## src/rtl/mcycle_sequencer.sv

```systemverilog
// T-state / M-cycle sequencer for the microcoded control unit.
// Emits one-hot step and count strobes and handles stall, HALT and overrun.
module mcycle_sequencer #(
  parameter int STEPS      = 4,
  parameter int MAX_CYCLES = 8
) (
  input  logic                  i_Clk,
  input  logic                  i_Reset,
  input  logic                  i_Enable,
  input  logic                  i_Stall,
  input  logic                  i_Instr_Done,
  input  logic                  i_Halt,
  input  logic                  i_Wake,
  output logic [STEPS-1:0]      o_Cycle_Step,
  output logic [MAX_CYCLES-1:0] o_Cycle_Count,
  output logic                  o_New_Instr,
  output logic                  o_Halted,
  output logic                  o_Overrun
);

  typedef enum logic {
    RUN    = 1'b0,
    HALTED = 1'b1
  } state_t;

  localparam logic [STEPS-1:0]      STEP_FIRST  = STEPS'(1);
  localparam logic [MAX_CYCLES-1:0] COUNT_FIRST = MAX_CYCLES'(1);

  state_t                  state_reg, state_next;
  logic [STEPS-1:0]        step_reg, step_next;
  logic [MAX_CYCLES-1:0]   count_reg, count_next;
  logic                    new_instr_reg, new_instr_next;
  logic                    overrun_reg, overrun_next;
  logic                    freeze;

  assign freeze = i_Stall | ~i_Enable;

  always_ff @(posedge i_Clk) begin
    if (i_Reset) begin
      state_reg     <= RUN;
      step_reg      <= STEP_FIRST;
      count_reg     <= COUNT_FIRST;
      new_instr_reg <= 1'b1;
      overrun_reg   <= 1'b0;
    end else begin
      state_reg     <= state_next;
      step_reg      <= step_next;
      count_reg     <= count_next;
      new_instr_reg <= new_instr_next;
      overrun_reg   <= overrun_next;
    end
  end

  always_comb begin
    state_next     = state_reg;
    step_next      = step_reg;
    count_next     = count_reg;
    new_instr_next = 1'b0;
    overrun_next   = overrun_reg;

    if (!freeze) begin
      unique case (state_reg)
        RUN: begin
          if (!step_reg[STEPS-1]) begin
            step_next = {step_reg[STEPS-2:0], step_reg[STEPS-1]};
          end else begin
            step_next = STEP_FIRST;
            if (i_Instr_Done) begin
              // A pending wake cancels HALT so the interrupt is not lost.
              if (i_Halt && !i_Wake) begin
                state_next = HALTED;
                step_next  = '0;
                count_next = '0;
              end else begin
                count_next     = COUNT_FIRST;
                new_instr_next = 1'b1;
              end
            end else if (count_reg[MAX_CYCLES-1]) begin
              // Runaway instruction: restart at a fetch and remember it.
              count_next     = COUNT_FIRST;
              overrun_next   = 1'b1;
              new_instr_next = 1'b1;
            end else begin
              count_next = count_reg << 1;
            end
          end
        end
        HALTED: begin
          if (i_Wake) begin
            state_next     = RUN;
            step_next      = STEP_FIRST;
            count_next     = COUNT_FIRST;
            new_instr_next = 1'b1;
          end
        end
        default: state_next = RUN;
      endcase
    end
  end

  assign o_Cycle_Step  = step_reg;
  assign o_Cycle_Count = count_reg;
  assign o_New_Instr   = new_instr_reg;
  assign o_Halted      = (state_reg == HALTED);
  assign o_Overrun     = overrun_reg;

endmodule

```

## config.mk

```make
export PLATFORM = sky130hd
export DESIGN_NAME = mcycle_sequencer
export DESIGN_NICKNAME = d
export VERILOG_FILES = /design/src/rtl/mcycle_sequencer.sv
export SDC_FILE = /design/constraint.sdc
export NUM_CORES = 1
export LEC_CHECK = 0
export ABC_CLOCK_PERIOD_IN_PS = 2050
export CAP_MARGIN = 5
export CORE_MARGIN = 1.5
export CORE_UTILIZATION = 46
export CTS_CLUSTER_DIAMETER = 30
export DETAILED_ROUTE_END_ITERATION = 8
export GPL_TIMING_DRIVEN = 0
export PLACE_DENSITY = 0.8
export SLEW_MARGIN = 40
export SYNTH_ARGS = -nofsm -noshare
export SYNTH_HDL_FRONTEND = slang
export SYNTH_SLANG_ARGS = --single-unit
```

## constraint.sdc

```tcl
create_clock -name i_Clk -period 2.05 [get_ports i_Clk]
set_input_delay 0.615 -clock i_Clk [delete_from_list [all_inputs] [get_ports i_Clk]]
set_output_delay 0.615 -clock i_Clk [all_outputs]
set_load 0.02 [all_outputs]
```

==> metrics.txt <==
status finished, final reports clean; minimum clock period roughly 1.9 ns; Critical-path top delay cell clkdlybuf4s50_1; post-route cell area 930.9 um^2; Setup-failing EPs final 0; Avg Cell Area, Syn 9.481 um^2; Worst-Margin Slew around 0.41 ns; Startpoint Class flip-flop; first-pass GRT wire length 2214 um; Critical Path RT 1.43 ns; CTS tree built; most common cell after layout, fill and taps aside clkdlybuf4s50_1; final core occ 69.79%; Num CTS Buffers 3; Synth Area in XOR/XNOR 0%; depth of the worst register-to-register path 4; largest cells by area after synthesis dfxtp_1, o21ai_0, nor2b_1; Vert. Die Dim 41.26 um; largest net degree at the start of global routing 11; vias in the first global route 513; dominant synthesized flop cell dfxtp_1; worst clock skew 0.007647 ns; PD cells ~560 mW/mm^2; Initial Util 50.47%; grt ovf 0; post-synthesis mux area share 3.160%; Post-synth ARST share 0%; Placement Cell Area 902.1 um^2; Synth Area in Adders 0%; routed via count 608; drt initial violations 6; GR Layer Usage met1 28.15%; initial antenna violation count 0; area leader, netlist dfxtp_1; fin crit share 92.88%; Yosys warning total 0; area delta synth->final 38.29%; Levels on crit path 1; Max FO, Critical Path 4; Compound-Gate Fraction of Synth Area a little under a quarter; largest family of logic cells by synthesized area compound AO/OA/AOI/OAI gates; CTS sink cnt 15; cell area after synthesis 673.1 um^2; hold path depth 2; Synth top area share 44.61%; Post-Syn Instances 71; Via density between 5 and 6; min-delay worst type reg2reg; I/O pin cnt 22; # port buffers 21; Die Span X a little over 40 um; H-tree depth 1; worst skew pair latency between 0.2 and 0.3 ns; fmax 525.2 MHz; core footprint 0.001334 mm^2; Slew HR 72.75%; DIE AREA 0.001702 mm^2; sum of negative setup slack 0 ns; EDFF count, synth 0; GR Util met2 28.52%; Critical Path, Cell by Cell clkdlybuf4s50_1; Root Driver clkbuf_4; maxcap violations 0; CP peak stage delay 0.62 ns; share of layout cells above drive strength 1 approximately 11%; Seq/Total Area, Yosys between 40 and 50%; clk slew on worst S/H paths 0.09 ns; NumNets Final approximately 100; Row Count 13; CP Class reg2out; routability cong. a little over 0.8; Hold Fails Final Rpt 0; Post-Synth Simple-Gate Area 23.05%; Layout fillers about 120; commonest non-fill, non-tap cells in the layout clkdlybuf4s50_1, dfxtp_1, o21ai_0; Pleak between 0.3 and 0.4 nW; TritonRoute pass-1 iters 2; hpwl dp about 1100 um; FF+latch count, synth 15; critical path data arrival time 1.29 ns; GRT Util Overall 20.22%; post-route ant nets 0; final WL 1400 um; DRC 0; synthesized net count between 70 and 80; critical path buffer and inverter count 1; Max clock buf depth 2; CP top delay family buffers and inverters; RSZ-0062 raised after global routing false; peak supply drop 477.1 uV; Routed WL per cell 12.61 um; n_diodes 0; met3 usage 8.696%; Synth cell types 28; crit end category output pin; Pins Over Slew Limit 0; post-layout power 0.0005197 W; Most Used Layer, Global Route met2
## sequential cells by signal, summed over array words and instances, names as in the netlist
name and cells:
o_Overrun 1, o_New_Instr 1, o_Cycle_Count 8, o_Halted 1
o_Cycle_Step 4
## metrics by stage
| step | hold slack, ns | cells | worst slack (ns) |
|---|---|---|---|
| 2_1_floorplan | 0.5571 | 71 | 0.5045 |
| 3_3_place_gp | 0.4499 | 107 | 0.01244 |
| 3_5_place_dp | 0.4600 | 107 | -0.01586 |
| 4_1_cts | 0.4819 | 111 | 0.01275 |
| 5_1_grt | 0.5249 | 111 | 0.08049 |
| 6_report | 0.4800 | 111 | 0.1459 |
## synth_stat cells (2+ instances only)
cell      instances
a41oi_1           2
dfxtp_1          15
o31ai_1           3
a21oi_1           4
nor2b_1           5
o21ai_0          10
nand4_1           3
nor2_1            4
nand2b_1          3
or4b_1            3
inv_1             2
## area by class of cell
| cell class | instances | area, um^2 | share of cell area [%] |
|---|---|---|---|
| well taps | 15 | 18.77 | 2.016 |
| inverters | 2 | 7.507 | 0.8065 |
| plain buffers | 4 | 27.53 | 2.957 |
| flip-flops and latches | 15 | 300.3 | 32.26 |
| multi-input cells | 50 | 337.8 | 36.29 |
| repair buffers | 21 | 212.7 | 22.85 |
| clock buffers | 4 | 26.28 | 2.823 |
## final timing paths
path	startpoint	end	slack (ns)
worst max-delay path	o_Cycle_Count[7]	o_Cycle_Count[7]	0.15
worst min-delay path	o_Overrun	o_Overrun	0.48
worst max register to register	o_Halted	o_Cycle_Count[0]	0.60
worst min register to register	o_Overrun	o_Overrun	0.48
## repair_timing
| action | in CTS | in global routing |
|---|---|---|
| resized for setup | 0 | 1 |
| setup buffers | 0 | 0 |
| hold buffers | 0 | 0 |
| endpoints found under the setup margin | 0 | 1 |
## cell families (layout without fill, tap and decap cells)
| kind of cell | Yosys count | count (layout) |
|---|---|---|
| buffers and inverters | 6 | 31 |
| multiplexers | 2 | 2 |
| AO/OA/AOI/OAI | 25 | 25 |
| AND/OR/NAND/NOR | 23 | 23 |
| flip-flops | 15 | 15 |
## metal layers
layer  wire length, um  part of all wire [%]
met5                 0                     0
met4                 0                     0
met3                80                   5.7
met2               628                    45
met1               690                    49
## power breakdown
group / internal (W) / switching (W)
combinational: 0.0000298 / 0.0000286
sequential: 0.000295 / 0.00000243
clock: 0.0000755 / 0.0000879
total: 0.000401 / 0.000119
(Power assumes the default switching activity.)
